[src/rtl/alu_issue_seq.sv]
// alu_issue_seq: sequences one request at a time onto a shared combinational ALU.
// Single ops take one EXEC cycle; MULA (acc + a*b) runs WIDTH shift-add steps
// through the same ALU; undecodable R-type function codes complete immediately
// with err set.
//
// Ports:
//   CLK, Reset            rising-edge clock, synchronous active-high reset
//   in_valid / in_ready   request handshake (ready only in IDLE, low during Reset)
//   ALUop, FuncCode       opcode-derived op; ALUop 4'b1111 selects FuncCode decode
//   op_a, op_b, op_c      operands; op_c is the MULA accumulator seed
//   out_valid / out_ready result handshake; result and err held while out_valid
//   alu_ctrl, alu_a/b     drive to the shared ALU (zero outside EXEC/MUL)
//   alu_result            combinational ALU result
//   busy                  high in any state other than IDLE
module alu_issue_seq #(
    parameter int unsigned WIDTH = 32
) (
    input  logic             CLK,
    input  logic             Reset,
    input  logic             in_valid,
    output logic             in_ready,
    input  logic [3:0]       ALUop,
    input  logic [5:0]       FuncCode,
    input  logic [WIDTH-1:0] op_a,
    input  logic [WIDTH-1:0] op_b,
    input  logic [WIDTH-1:0] op_c,
    output logic             out_valid,
    input  logic             out_ready,
    output logic [WIDTH-1:0] result,
    output logic             err,
    output logic [3:0]       alu_ctrl,
    output logic [WIDTH-1:0] alu_a,
    output logic [WIDTH-1:0] alu_b,
    input  logic [WIDTH-1:0] alu_result,
    output logic             busy
);

    localparam int unsigned STEP_W = (WIDTH > 1) ? $clog2(WIDTH) : 1;
    localparam logic [3:0] CTRL_ADD  = 4'b0010;
    localparam logic [3:0] CTRL_MULA = 4'b0101;
    localparam logic [3:0] OP_RTYPE  = 4'b1111;

    typedef enum logic [1:0] {
        IDLE = 2'd0,
        EXEC = 2'd1,
        MUL  = 2'd2,
        DONE = 2'd3
    } state_t;

    state_t              state_q, state_d;
    logic [3:0]          ctrl_q;
    logic [WIDTH-1:0]    op_a_q, op_b_q;
    logic [WIDTH-1:0]    acc_q;
    logic [STEP_W-1:0]   step_q;
    logic [3:0]          dec_ctrl;
    logic                dec_illegal;
    logic                accept;
    logic                last_step;

    // Status outputs derive directly from the state register.
    assign in_ready  = (state_q == IDLE) && !Reset;
    assign busy      = (state_q != IDLE);
    assign out_valid = (state_q == DONE);
    assign accept    = in_valid && in_ready;
    assign last_step = (step_q == STEP_W'(WIDTH - 1));

    // Opcode / function-field decode of the live request.
    always_comb begin
        dec_ctrl    = ALUop;
        dec_illegal = 1'b0;
        if (ALUop == OP_RTYPE) begin
            dec_ctrl = 4'b0000;
            case (FuncCode)
                6'b000000: dec_ctrl = 4'b0011;
                6'b000010: dec_ctrl = 4'b0100;
                6'b100000: dec_ctrl = 4'b0010;
                6'b100010: dec_ctrl = 4'b0110;
                6'b100100: dec_ctrl = 4'b0000;
                6'b100101: dec_ctrl = 4'b0001;
                6'b101010: dec_ctrl = 4'b0111;
                6'b111000: dec_ctrl = 4'b0101;
                6'b101011: dec_ctrl = 4'b1011;
                6'b100111: dec_ctrl = 4'b1100;
                6'b100110: dec_ctrl = 4'b1010;
                6'b100011: dec_ctrl = 4'b1001;
                6'b100001: dec_ctrl = 4'b1000;
                6'b000011: dec_ctrl = 4'b1101;
                default:   dec_illegal = 1'b1;
            endcase
        end
    end

    // State register.
    always_ff @(posedge CLK) begin
        if (Reset) begin
            state_q <= IDLE;
        end else begin
            state_q <= state_d;
        end
    end

    // Next state and ALU drive; the ALU is idle (all zero) outside EXEC/MUL.
    always_comb begin
        state_d  = state_q;
        alu_ctrl = 4'b0000;
        alu_a    = '0;
        alu_b    = '0;
        case (state_q)
            IDLE: begin
                if (accept) begin
                    if (dec_illegal) begin
                        state_d = DONE;
                    end else if (dec_ctrl == CTRL_MULA) begin
                        state_d = MUL;
                    end else begin
                        state_d = EXEC;
                    end
                end
            end
            EXEC: begin
                alu_ctrl = ctrl_q;
                alu_a    = op_a_q;
                alu_b    = op_b_q;
                state_d  = DONE;
            end
            MUL: begin
                // One shift-add partial product per step, accumulated by the ALU.
                alu_ctrl = CTRL_ADD;
                alu_a    = acc_q;
                alu_b    = op_b_q[step_q] ? (op_a_q << step_q) : '0;
                if (last_step) begin
                    state_d = DONE;
                end
            end
            DONE: begin
                if (out_ready) begin
                    state_d = IDLE;
                end
            end
            default: state_d = IDLE;
        endcase
    end

    // Request capture, accumulator/step tracking and result registers.
    always_ff @(posedge CLK) begin
        if (Reset) begin
            ctrl_q <= 4'b0000;
            op_a_q <= '0;
            op_b_q <= '0;
            acc_q  <= '0;
            step_q <= '0;
            result <= '0;
            err    <= 1'b0;
        end else begin
            case (state_q)
                IDLE: begin
                    if (accept) begin
                        ctrl_q <= dec_ctrl;
                        op_a_q <= op_a;
                        op_b_q <= op_b;
                        err    <= dec_illegal;
                        if (dec_illegal) begin
                            result <= '0;
                        end else if (dec_ctrl == CTRL_MULA) begin
                            acc_q  <= op_c;
                            step_q <= '0;
                        end
                    end
                end
                EXEC: begin
                    result <= alu_result;
                end
                MUL: begin
                    acc_q  <= alu_result;
                    step_q <= step_q + STEP_W'(1);
                    if (last_step) begin
                        result <= alu_result;
                    end
                end
                default: begin
                end
            endcase
        end
    end

endmodule

[config.mk]
export PLATFORM = sky130hd
export DESIGN_NAME = alu_issue_seq
export DESIGN_NICKNAME = d
export VERILOG_FILES = /design/src/rtl/alu_issue_seq.sv
export SDC_FILE = /design/constraint.sdc
export NUM_CORES = 1
export LEC_CHECK = 0
export CORE_UTILIZATION = 50
export DETAILED_ROUTE_END_ITERATION = 6
export GPL_ROUTABILITY_DRIVEN = 0
export PLACE_DENSITY_LB_ADDON = 0.3
export SYNTH_ARGS = -nofsm -noshare
export SYNTH_HDL_FRONTEND = slang
export SYNTH_SLANG_ARGS = --single-unit
export TNS_END_PERCENT = 100
[constraint.sdc]
create_clock -name CLK -period 4.86 [get_ports CLK]
set_input_delay 0.729 -clock CLK [delete_from_list [all_inputs] [get_ports CLK]]
set_output_delay 0.729 -clock CLK [all_outputs]
set_load 0.05 [all_outputs]
## After elaboration in Yosys (flattened, before gate mapping)

Cells that the tools add are included.
W data, S select, Z words.

| cells by class | value |
|---|---|
| shifts and indexed selects | 1 |
| equality and inequality tests | 25 |
| order comparisons | 1 |
| multiplexer cells | 28 |
| add/subtract/negate cells | 1 |
| reduce and logical (&&, ||, !) cells | 13 |

Operators by type and width:

| kind | number |
|---|---|
| $mux W32 | 7 |
| $pmux W32 S2 | 3 |
| $pmux W32 S3 | 1 |
| $eq A6 B6 Y1 const B | 11 |
| $pmux W4 S13 | 1 |
| $shl A32 B5 Y32 | 1 |
| $mux W5 | 3 |
| $reduce_or A14 Y1 | 1 |
| $eq A6 B2 Y1 const B | 2 |
| $mux W2 | 5 |
| $pmux W5 S2 | 1 |
| $ne A2 B2 Y1 const B | 4 |
| $pmux W2 S4 | 1 |
| $pmux W4 S2 | 1 |
| $reduce_and A4 Y1 | 2 |
| $logic_not A6 Y1 | 1 |
| $lt A5 B6 Y1 const B | 1 |
| $add A5 B1 Y5 const B | 1 |
| $bmux W1 S5 | 1 |
| $eq A5 B5 Y1 const B | 1 |
| $eq A2 B2 Y1 const B | 2 |
| $eq A4 B3 Y1 const B | 1 |
| $eq A4 B4 Y1 const B | 1 |
| $mux W4 | 1 |
| other kinds (10) | 15 |

| word-level totals | value |
|---|---|
| output and inout bits | 104 |
| bits of input ports | 142 |
| logic and storage cells | 77 |
| register bits | 140 |

## Depth between registers and ports, before layout

Gate-level depths: netlist (run 1).

| logic depth | value |
|---|---|
| depth after elaboration | 8 |
| mapped depth | 10 |
| mapped depth without buffers | 7 |

## Least setup slack after synthesis (run 1)

No wires, ideal clock.

| timing path | value |
|---|---|
| path type | flip-flop to output port |
| start point | register step_q[0] |
| end point | output alu_b[26] |
| path buffers | 4 |
| data required time | 4.131 ns |
| path slack | 1.305 ns |
| arrival | 2.826 ns |
| cell stages (with the launch flop) | 11 |
| cell sequence | dfxtp_1 -> buf_6 -> buf_6 -> buf_6 -> buf_2 -> nand2_1 -> o22ai_1 -> mux2i_1 -> o22ai_1 -> mux2i_1 -> o21ai_0 |

| on the way | value |
|---|---|
| word-level cells in the longest chain between the ends | 4 |
| elaborated cells between the ends (all ways) | 5 |
| classes of those cells | shift (1); mux (4) |

RTL lines:

| what | RTL line | text |
|---|---|---|
| from (decl) | 54 | `logic [STEP_W-1:0] step_q;` |
| from (signal assigned) | 175 | `step_q <= step_q + STEP_W'(1);` |
| $bmux W1 S5 | 130 | `alu_b = op_b_q[step_q] ? (op_a_q << step_q) : '0;` |
| $mux W1 (implied by the code) | 130 |  |
| $mux W32 * | 130 |  |
| $pmux W32 S2 * | 108 | `case (state_q)` |
| to (decl) | 33 | `output logic [WIDTH-1:0] alu_b,` |

Mark *: on every way between the ends. The rest lies on a longest branch, timed or not. The select of a mux whose other input is x is not followed.

## Final worst setup path (run 1)

| timing path | value |
|---|---|
| start point | register step_q[0] |
| end point | output alu_b[21] |

The elaborated chain is that of the path after synthesis.

==> results of run 1 <==
-- cells in the mapped netlist, drive strengths merged (2+ instances only) --
library cell,n
nand2,226
dfxtp,140
clkbuf,75
nand3,73
mux2i,59
o21ai,59
a21oi,51
nor2b,50
a22oi,45
mux4,45
mux2,40
nand4,33
buf,30
nor2,21
inv,12
and3,8
and2,7
nand2b,7
a22o,6
ha,6
o22ai,6
a211oi,5
nor3,5
a221oi,4
nor3b,4
a31o,3
a31oi,3
and3b,3
or3,3
a21o,2
o211a,2
o211ai,2
o21a,2
o311a,2
-- through the flow --
| step | hold WS, ps | instances | total power, mW | util [%] | area (um^2) |
|---|---|---|---|---|---|
| 2_1_floorplan | 430 | 1054 | 3.17 | - | 8840 |
| 3_3_place_gp | 442 | 1435 | 3.89 | 65.2 | 11300 |
| 3_5_place_dp | 453 | 1435 | 3.92 | 65.2 | 11300 |
| 4_1_cts | 462 | 1467 | 5.24 | 68.6 | 11900 |
| 5_1_grt | 478 | 1467 | 5.49 | 68.6 | 11900 |
| 6_report | 460 | 1467 | 5.26 | 68.6 | 11900 |
-- state kept, by name (all words and copies together), names as in the netlist --
name     flops
acc_q       32
op_a_q      32
op_b_q      32
result      32
step_q       5
ctrl_q       4
state_q      2
err          1
-- placed cells by master (no fill, tap or decap), types with 5 or more instances in the layout --
cell type,n
buf_4,15
clkdlybuf4s50_1,245
nor2_1,20
a22oi_1,44
nand4_1,33
mux4_2,42
and3_1,8
nand2b_1,7
dfxtp_1,138
a21oi_1,50
o22ai_1,6
a211oi_1,5
mux2i_1,59
inv_1,12
nor2b_1,50
nand3_1,72
clkbuf_16,17
nand2_1,224
nor3_1,5
and2_1,5
mux2_2,40
a22o_1,6
o21ai_0,54
-- worst reg2reg max path, delay by kind of cell, from the launching register on --
kind,cells,cell delay (ps)
buffers and inverters,3,1010
AO/OA/AOI/OAI,3,670
AND/OR/NAND/NOR,1,540
flip-flops,1,350
adder cells (fa/ha/maj),1,260
-- cell families (layout without fill, tap and decap cells) --
| group | count (synthesis) | in the layout |
|---|---|---|
| XOR/XNOR | 1 | 1 |
| AO/OA/AOI/OAI | 200 | 200 |
| multiplexers | 144 | 144 |
| adder cells (fa/ha/maj) | 6 | 6 |
| AND/OR/NAND/NOR | 445 | 445 |
| flip-flops | 140 | 140 |
| buffers and inverters | 118 | 306 |
-- power by group through the flow --
stage	combinational, mW	sequential (mW)	clock (mW)
finish	2.40	1.55	1.32
floorplan	1.54	1.63	0
global route	2.54	1.57	1.37
detailed placement	2.36	1.56	0
global placement	2.34	1.55	0
CTS	2.37	1.54	1.32
-- metal layers --
metal / GRT usage [%] / share of wire [%] / wire [um]
met5: 0 / 0 / 0
met4: 11.9 / 3.0 / 869
met3: 5.97 / 8.1 / 2330
met2: 52.5 / 48 / 13900
met1: 40.9 / 40 / 11600
-- path summary, 6_finish.rpt --
kind / end / startpoint / cells past startpoint / slack [ps]
max: alu_b[21] / step_q[0]$_SDFFE_PP0P_ / 7 / 440
max reg2reg: result[3]$_SDFFE_PP0P_ / state_q[0]$_SDFFE_PP0P_ / 8 / 1970
min: ctrl_q[3]$_SDFFE_PP0P_ / ctrl_q[3]$_SDFFE_PP0P_ / 2 / 460
min reg2reg: ctrl_q[3]$_SDFFE_PP0P_ / ctrl_q[3]$_SDFFE_PP0P_ / 2 / 460
-- final cells by class --
class                           count  area [um^2]
Clock buffer                       19          453
Clock inverter                     13          140
Fill cell                        1390         5430
Inverter                           13         51.3
Multi-Input combinational cell    796         5550
Sequential cell                   140         2810
Tap cell                          225          282
Timing Repair Buffer              261         2580
==> metrics.md, run 1 <==
| Metric | Value |
|---|---|
| Required time of the critical path | `4130 ps` |
| Post-synth cell types | `57` |
| Starting Density | `51.1%` |
| Cts hold-fix bufs | `0` |
| Synth Area in Adders | `0.849%` |
| Largest net degree at the start of global routing | `101` |
| Area share of the largest cell type after synthesis | `31.7%` |
| Synth Area per Inst | `8.39 um^2` |
| Worst-Skew Late Latency | `430 ps` |
| Die area | `18200 um^2` |
| Routed WL | `28700 um` |
| Layout cell share with drive strength beyond 1 | `12.2%` |
| PD cells | `444 nW/um^2` |
| Number of remaining DRC errors | `0` |
| Fmax | `226 MHz` |
| Pre-CTS setup slack | `603 ps` |
| Pleak | `4.50 nW` |
| # nets final | `1377` |
| Routed Antenna Nets | `0` |
| DRT iter0 DRCs | `841` |
| Number of global-route vias before repair | `8555` |
| Top post-synthesis cells by area | `dfxtp_1, mux4_2, nand2_1` |
| Peak supply drop | `0.385 mV` |
| Skew final | `9.55 ps` |
| Die width | `135 um` |
| Via count | `8907` |
| Critical path peak fanout | `28` |
| Ports | `246` |
| CP most frequent cell | `mux4_2` |
| # diodes | `0` |
| Simple-gate share of the synthesized area | `23.8%` |
| Number of gates resized after cts | `0` |
| YS warnings | `0` |
| Critical path's top delay family | `multiplexers` |
| Drt wl/cell | `19.5 um` |
| Mux contribution to synthesized area | `23.4%` |
| Critical path cell sequence | `buf_4 -> mux4_2 -> mux4_2 -> and2_1 -> a221oi_1 -> nor3b_1 -> clkdlybuf4s50_1` |
| Post-CTS setup buffer count | `0` |
| Status | `finished, final reports clean` |
| CP max stage delay | `720 ps` |
| CTS tree | `built` |
| Area of the mapped netlist | `8840 um^2` |
| Slowest CP cell | `clkdlybuf4s50_1` |
| Worst path bufs/invs | `2` |
| Worst-margin pin slew | `994 ps` |
| Clk pwr share | `25.0%` |
| Antenna violations before repair | `1` |
| Post-synth EDFFs | `0` |
| #FFs+latches synth | `140` |
| HPWL Detailed | `19700 um` |
| NetSw | `2.25 mW` |
| Row cnt | `48` |
| Largest family of logic cells by synthesized area | `simple AND/OR/NAND/NOR gates` |
| Switching share of power | `42.7%` |
| CP Launch Type | `flop` |
| Seq/Total Area, Yosys | `31.7%` |
| Most common flop cell mapped by yosys | `dfxtp_1` |
| DR pass1 iterations | `7` |
| Yosys top cell by area | `dfxtp_1` |
| Final setup violation count | `0` |
| Max Root-Sink Buffers | `2` |
| Unrepaired setup endpoints after global routing | `no` |
| CTS Buf Count | `17` |
| Congestion Overflow GR | `0` |
| Final cycle utilization of the critical path | `90.9%` |
| Final Max Slew Viols | `0` |
| Logic pwr share | `45.5%` |
| Root buffer cell | `clkbuf_16` |
| CP Capture Type | `output port` |
| Crit path kind | `flop to output port` |
| Int Power | `3.01 mW` |
| P&R area growth vs syn | `34.2%` |
| Total track usage | `31.7%` |
| Synth Area in Compound Gates | `14.3%` |
| Post-Synthesis Cells | `1054` |
| Core area | `17300 um^2` |
| FFs w/ async S/R, synth | `0%` |
| Port Buffers | `245` |
| Part of the power in registers | `29.5%` |
| Final Hold Fails | `0` |
| Max cap viols | `0` |
| XOR/XNOR share of the synthesized area | `0.0991%` |
| Clock sink count | `140` |
| First-pass GRT wire length | `45100 um` |
| Die Ht | `135 um` |
| Critical Path AT | `3690 ps` |
| Final min period | `4420 ps` |
| Max H-tree Level | `4` |
| Worst rel slew slack | `33.7%` |
| Clk slew on worst S/H paths | `70 ps` |
| DR vias/cell | `6.07` |
| Setup TNS | `0 ps` |
| Worst hold-check path type | `flop to flop` |
| Worst setup margin | `444 ps` |
| Synth Net Count | `1202` |
(Power assumes the default switching activity.)
==> inputs of run 2 (changes only) <==
- CORE_UTILIZATION: 50 -> 49
- PLACE_DENSITY: not set -> 0.9
- PLACE_DENSITY_LB_ADDON: 0.3 -> not set
==> metrics.md, run 2 (synthesis results as in run 1) <==
| Metric | Value |
|---|---|
| Status | `finished, final reports clean` |
| Metal1 wirelength | `11600 um` |
| Port Buffers | `245` |
| Post-CTS setup buffer count | `0` |
| Clock sink count | `140` |
| Skew final | `14.0 ps` |
| Final Hold Fails | `0` |
| Top Layer Used | `met4` |
| Required time of the critical path | `4130 ps` |
| Routed Antenna Nets | `0` |
| Unrepaired setup endpoints after global routing | `no` |
| DRT iter0 DRCs | `849` |
| CP Capture Type | `output port` |
| Max cap viols | `0` |
| Routed WL | `28900 um` |
| Final cycle utilization of the critical path | `93.7%` |
| CTS Buf Count | `17` |
| Final Core Density | `67.6%` |
| Via count | `9011` |
| Die area | `18600 um^2` |
| First-pass GRT wire length | `45300 um` |
| Worst hold endpoint | `acc_q[20]$_SDFFE_PP0P_` |
| Max H-tree Level | `4` |
| Congestion Overflow GR | `0` |
| # diodes | `0` |
| Die width | `136 um` |
| Starting Density | `50.6%` |
| CP Launch Type | `flop` |
| Clk slew on worst S/H paths | `60 ps` |
| Antenna violations before repair | `0` |
| Hold Path Origin | `acc_q[20]$_SDFFE_PP0P_` |
| Total track usage | `31.7%` |
| Pleak | `4.47 nW` |
| Critical Path AT | `3820 ps` |
| Peak supply drop | `0.362 mV` |
| Die Ht | `136 um` |
| Ports | `246` |
| Worst path bufs/invs | `2` |
| Slowest CP cell | `dfxtp_2` |
| Critical path's top delay family | `multiplexers` |
| Core area | `17500 um^2` |
| Depth of the worst hold-timing path | `2` |
| Final setup violation count | `0` |
| FF-to-FF Start | `state_q[0]$_SDFFE_PP0P_` |
| Number of gates resized after cts | `0` |
| Worst rel slew slack | `24.6%` |
| Worst reg2reg endpoint | `result[21]$_SDFFE_PP0P_` |
| Commonest non-fill, non-tap cell in the layout | `clkdlybuf4s50_1` |
| Worst-Skew Late Latency | `440 ps` |
| Worst R2R Path Depth | `8` |
| DR pass1 iterations | `5` |
| Number of remaining DRC errors | `0` |
| Worst-margin pin slew | `1130 ps` |
| Number of global-route vias before repair | `8470` |
| Final Max Slew Viols | `0` |
| CTS tree | `built` |
| Worst hold-check path type | `flop to flop` |
| WL met2 | `13600 um` |
| Cts hold-fix bufs | `0` |
| Final min period | `4550 ps` |
| Drt wl/cell | `19.7 um` |
| Critical path cell sequence | `buf_12 -> mux4_2 -> mux4_2 -> and2_1 -> a221oi_1 -> nor3b_1 -> clkdlybuf4s50_1` |
| Most frequent cells in the layout | `clkdlybuf4s50_1, nand2_1, dfxtp_1` |
| CP max stage delay | `870 ps` |
| Fmax | `220 MHz` |
| Reg2reg setup slack | `1990 ps` |
| Largest net degree at the start of global routing | `118` |
| # nets final | `1377` |
| DR vias/cell | `6.15` |
| CP most frequent cell | `mux4_2` |
| Row cnt | `48` |
| WL met3 | `2670 um` |
| Setup TNS | `0 ps` |
| PD cells | `437 nW/um^2` |
| Max Root-Sink Buffers | `2` |
| Layout cell share with drive strength beyond 1 | `12.1%` |
| Crit path kind | `flop to output port` |
| Critical path peak fanout | `27` |
| Root buffer cell | `clkbuf_16` |
| HPWL Detailed | `20200 um` |
| P&R area growth vs syn | `33.6%` |
## run 2: cell count changes in the layout (fill, tap and decap cells not counted)
cell       before  now
clkinv_2        3    2
dfxtp_2         1    2
inv_8           0    1
dfxtp_4         1    0
bufinv_16       2    0
clkbuf_8        2    0
inv_6           3    5
clkinv_4        1    2
## run 2: metal layers
layer	up-vias	GRT usage (%)
met3	75	8.20
met4	0	12.1
met5	-	0
met2	532	51.4
li1	4141	-
met1	4263	40.2
## run 2: worst max path at each step
stage / startpoint / end / slack, ps / cells after the start
finish: step_q[0]$_SDFFE_PP0P_ / alu_b[21] / 310 / 7
global route: step_q[0]$_SDFFE_PP0P_ / alu_b[21] / 130 / 7
CTS: step_q[0]$_SDFFE_PP0P_ / alu_b[21] / 300 / 7
detailed placement: step_q[0]$_SDFFE_PP0P_ / alu_b[21] / 740 / 7
global placement: step_q[0]$_SDFFE_PP0P_ / alu_b[21] / 810 / 7
floorplan: step_q[0]$_SDFFE_PP0P_ / alu_b[26] / 1310 / 10
## run 2: final cells by class
cell class	instances	area, um^2
timing repair buffer	261	2580
inverter	13	51.3
multi-input combinational	796	5550
sequential	140	2810
clock buffer	17	425
fill	1347	5670
clock inverter	14	113
tap	225	282
## run 2: metrics by stage
step | hold WS (ps) | instance area (um^2) | instances | power, mW | setup slack, ps
2_1_floorplan | 430 | 8840 | 1054 | 3.17 | 1310
3_3_place_gp | 443 | 11300 | 1435 | 3.88 | 807
3_5_place_dp | 458 | 11300 | 1435 | 3.91 | 735
4_1_cts | 469 | 11800 | 1466 | 5.12 | 300
5_1_grt | 490 | 11800 | 1466 | 5.40 | 131
6_report | 462 | 11800 | 1466 | 5.16 | 307
## run 2: worst reg2reg max path: cells and delay by family, from the launching register on
family                   cells  cell delay, ps
buffers and inverters        3             950
AO/OA/AOI/OAI                3             680
adder cells (fa/ha/maj)      1             310
AND/OR/NAND/NOR              1             520
flip-flops                   1             340
## run 2: power by group
part | switching (mW) | leakage [nW] | internal [mW]
combinational | 1.50 | 3.08 | 0.891
sequential | 0.215 | 1.14 | 1.35
clock | 0.549 | 0.255 | 0.658
==> inputs of run 3 (changes only) <==
- CELL_PAD_IN_SITES_DETAIL_PLACEMENT: not set -> 1
- CELL_PAD_IN_SITES_GLOBAL_PLACEMENT: not set -> 1
- CORE_UTILIZATION: 49 -> 39
- GPL_ROUTABILITY_DRIVEN: 0 -> not set
- PLACE_DENSITY: 0.9 -> 0.95
==> metrics.md, run 3 (synthesis results as in run 1) <==
| Metric | Value |
|---|---|
| Drt wl/cell | `22.8 um` |
| Total track usage | `29.7%` |
| Fmax | `231 MHz` |
| Cts hold-fix bufs | `0` |
| Most frequent cells in the layout | `clkdlybuf4s50_1, nand2_1, dfxtp_1` |
| Die area | `23300 um^2` |
| Worst R2R Path Depth | `8` |
| Final cycle utilization of the critical path | `89.2%` |
| Antenna violations before repair | `0` |
| Peak supply drop | `0.274 mV` |
| Final Core Density | `54.4%` |
| Largest net degree at the start of global routing | `94` |
| Final setup violation count | `0` |
| Starting Density | `40.1%` |
| Die width | `153 um` |
| DR pass1 iterations | `7` |
| Unrepaired setup endpoints after global routing | `no` |
| Post-CTS setup buffer count | `0` |
| Gp weighted congestion | `0.900` |
| P&R area growth vs syn | `35.5%` |
| Ports | `246` |
| Max cap viols | `0` |
| Number of gates resized after cts | `0` |
| Routed Antenna Nets | `0` |
| Worst reg2reg endpoint | `result[25]$_SDFFE_PP0P_` |
| Depth of the worst hold-timing path | `2` |
| Layout cell share with drive strength beyond 1 | `12.4%` |
| Reg2reg setup slack | `2060 ps` |
| First-pass GRT wire length | `54000 um` |
| Clk slew on worst S/H paths | `70 ps` |
| Critical Path AT | `3610 ps` |
| Max H-tree Level | `4` |
| Pleak | `4.54 nW` |
| Worst-Skew Late Latency | `440 ps` |
| DR vias/cell | `6.04` |
| # nets final | `1380` |
| Setup TNS | `0 ps` |
| Worst hold endpoint | `acc_q[21]$_SDFFE_PP0P_` |
| Clock sink count | `140` |
| Die Ht | `153 um` |
| CP Launch Type | `flop` |
| Final min period | `4330 ps` |
| Port Buffers | `245` |
| Finished Cell Area | `12000 um^2` |
| Failing checks | `design-rule violations` |
| PD cells | `455 nW/um^2` |
| Row cnt | `54` |
| Worst hold-check path type | `flop to flop` |
| Hold Path Origin | `acc_q[21]$_SDFFE_PP0P_` |
| Required time of the critical path | `4130 ps` |
| Congestion Overflow GR | `0` |
| FF-to-FF Start | `state_q[0]$_SDFFE_PP0P_` |
| Routed WL | `34700 um` |
| Area after DPL | `11400 um^2` |
| Commonest non-fill, non-tap cell in the layout | `clkdlybuf4s50_1` |
| Root buffer cell | `clkbuf_16` |
| Via count | `9215` |
| CP Capture Type | `output port` |
| Core area | `22000 um^2` |
| CTS Buf Count | `17` |
| HPWL Detailed | `24700 um` |
| Final Hold Fails | `0` |
| # diodes | `0` |
| Final Max Slew Viols | `0` |
| CTS tree | `built` |
| Number of global-route vias before repair | `9547` |
| Skew final | `10.6 ps` |
| Max Root-Sink Buffers | `2` |
| Status | `complete, but fails checks` |
| Crit path kind | `flop to output port` |
| DRT iter0 DRCs | `587` |
| Final Power | `5.46 mW` |
| Worst rel slew slack | `38.5%` |
| Worst-margin pin slew | `922 ps` |
| Critical path peak fanout | `36` |
| Number of remaining DRC errors | `11` |
==> run 3: cell types whose count changed in the layout (fill, tap and decap cells not counted), sizes merged <==
cell	before	now
clkinv	4	1
inv	19	24
clkbuf	17	18
clkinvlp	4	0
buf	16	19
bufinv	0	2
==> run 3: cell type report <==
class                   count  area [um^2]
fillers                  2574        10000
multi-input cells         796         5550
flip-flops and latches    140         2810
repair buffers            264         2620
clock buffers              18          439
well taps                 280          350
clock inverters            14          169
inverters                  13         51.3
==> run 3: per-layer routing <==
metal / wire (um) / share of wire (%) / vias to the layer above / track usage [%]
li1: - / - / 4158 / -
met1: 13400 / 38 / 4488 / 34.2
met2: 17300 / 50 / 468 / 52.0
met3: 2740 / 7.9 / 101 / 7.71
met4: 1300 / 3.7 / 0 / 12.8
met5: 0 / 0 / - / 0
==> run 3: worst max path at each step <==
stage          slack [ps]                    from   endpoint
6_report              530  step_q[0]$_SDFFE_PP0P_  alu_b[21]
5_1_grt               400  step_q[1]$_SDFFE_PP0P_  alu_b[30]
4_1_cts               520  step_q[0]$_SDFFE_PP0P_  alu_b[21]
3_5_place_dp         1000  step_q[0]$_SDFFE_PP0P_  alu_b[21]
3_3_place_gp         1050  step_q[0]$_SDFFE_PP0P_  alu_b[21]
2_1_floorplan        1310  step_q[0]$_SDFFE_PP0P_  alu_b[26]
==> run 3: worst max-delay path, stage by stage (launching register included) <==
cell and delay (ps):
dfxtp_2 560, buf_12 300, mux4_2 570, mux4_2 500
and2_1 180, a221oi_1 220, nor3b_1 100, clkdlybuf4s50_1 720
==> run 3: power breakdown <==
part           switching, mW  total (mW)  internal, mW  leakage (nW)
sequential             0.234        1.58          1.35          1.14
clock                  0.600        1.39         0.793         0.303
combinational           1.59        2.48         0.896          3.09
==> run 3: stage by stage <==
step | worst slack, ps | hold WS, ps | instances
global placement | 1050 | 444 | 1493
global route | 397 | 492 | 1525
detailed placement | 997 | 456 | 1493
floorplan | 1310 | 430 | 1054
finish | 526 | 468 | 1525
CTS | 515 | 471 | 1525
==> edit: new RTL, settings of run 2 <==
Change the parameter `WIDTH` from 32 to 16.
--- a/src/rtl/alu_issue_seq.sv
+++ b/src/rtl/alu_issue_seq.sv
@@ -13,7 +13,7 @@
 //   alu_result            combinational ALU result
 //   busy                  high in any state other than IDLE
 module alu_issue_seq #(
-    parameter int unsigned WIDTH = 32
+    parameter int unsigned WIDTH = 16
 ) (
     input  logic             CLK,
     input  logic             Reset,
Ports: changed (7 resized); port bits go from 246 to 134. No check against the original RTL was run, so the function may have changed too.
==> edit against run 2 <==
  * Via count decreased by 45%
  * First-iteration DRC count decreased by 59%
  * Non-clock buffer count decreased by 122
  * Cell area decreased by 45%
  * Register-to-register slack got worse by 120 ps
  * Worst setup slack improved by 160 ps
  * Critical path depth unchanged
  * Synthesized area decreased by 44%
  * Hold slack improved by 19 ps
  * Die area decreased by 43%
  * Total power decreased by 55%
  * Wire length decreased by 52%
  * Sequential cell count decreased by 65
==> edit: results (changes against run 2) <==
{| class="wikitable"
! Metric !! Value
|-
| Gate Count Post-Synth || 586 (-44%)
|-
| Most area-consuming cells after synthesis || sky130_fd_sc_hd__dfxtp_1, sky130_fd_sc_hd__o21ai_0, sky130_fd_sc_hd__mux4_2, sky130_fd_sc_hd__mux2i_1, sky130_fd_sc_hd__nor2b_1
|-
| Initial detailed-routing violation count || 351 (-59%)
|-
| Drt total wl || 13890 um (-52%)
|-
| Switching part of the total || 41.74% (-2.1 points)
|-
| Clock Latency Late Sink || 360 ps (-80 ps)
|-
| Global-route met2 utilization || 44.77% (-6.6 points)
|-
| Total placed cells including tap cells || 803 (-44%)
|-
| Kind of cell with the highest combined delay on the critical path || flip-flops
|-
| Sequential element share of the synthesized area || 30.24% (-1.5 points)
|-
| Cell area power density || 360.6 nW/um2 (-17%)
|-
| Utilization of the core after routing || 65.79% (-1.8 points)
|-
| Commonest cells in the netlist || sky130_fd_sc_hd__dfxtp_1, sky130_fd_sc_hd__o21ai_0, sky130_fd_sc_hd__nand2_1, sky130_fd_sc_hd__nor2b_1, sky130_fd_sc_hd__clkbuf_1
|-
| Multi-In Gates || 447 (-44%)
|-
| # H-tree levels || 3 (-1)
|-
| Fillcell total || 822 (-39%)
|-
| Vias in the first global route || 4632 (-45%)
|-
| Detailed-routing iteration count for the pre-antenna-repair pass || 6 (+1)
|-
| Nets in the synthesized netlist || 670 (-44%)
|-
| Number of different library cells in the post-synthesis netlist || 60 (+5.3%)
|-
| TritonCTS sink count || 75 (-46%)
|-
| Detail Route met3 WL || 1109 um (-59%)
|-
| Register share of the cell area || 23.24% (-0.52 points)
|-
| Vias per cell || 6.037 (-1.8%)
|-
| Clock-pin slew on the worst setup and hold paths || 90 ps (+30 ps)
|-
| Result of the run || finished, final reports clean
|-
| Final-layout clock-cell area share || 3.254% (-1.3 points)
|-
| Power drawn by the combinational cells || 1.02 mW (-57%)
|-
| Crit-path max cell delay || 980 ps (+110 ps)
|-
| Share of layout cells above drive strength 1 || 9.621% (-2.5 points)
|-
| Routed met2 length || 6661 um (-51%)
|-
| Worst vdd rail ir drop || 0.1859 mV (-49%)
|-
| Port-buffer cells || 133 (-46%)
|-
| Multi-input combinational cell area || 3177 um2 (-43%)
|-
| Worst Clk Skew || 13.20 ps (-0.7773 ps)
|}
[edit: cell types whose count changed in the layout (fill, tap and decap cells not counted), moves of 28 or more]
cell,run 2,this run
sky130_fd_sc_hd__mux2_2,40,12
sky130_fd_sc_hd__mux2i_1,59,28
sky130_fd_sc_hd__nand2_1,224,52
sky130_fd_sc_hd__nand3_1,72,4
sky130_fd_sc_hd__nand2b_1,7,37
sky130_fd_sc_hd__mux4_2,42,14
sky130_fd_sc_hd__dfxtp_1,138,75
sky130_fd_sc_hd__clkdlybuf4s50_1,245,132
[edit: tightest hold or removal path, cell delays in order (launching register included)]
cell and delay, ps:
sky130_fd_sc_hd__dfxtp_1 310, sky130_fd_sc_hd__o21ai_0 70, sky130_fd_sc_hd__a21oi_1 60
[edit: worst paths after layout]
path | end | slack, ps | startpoint | cells after the start
worst max-delay path | alu_b[10] | 460 | step_q[1] | 7
worst min-delay path | result[7] | 480 | result[7] | 2
worst max register to register | result[4] | 1870 | step_q[1] | 5
worst min register to register | result[7] | 480 | result[7] | 2
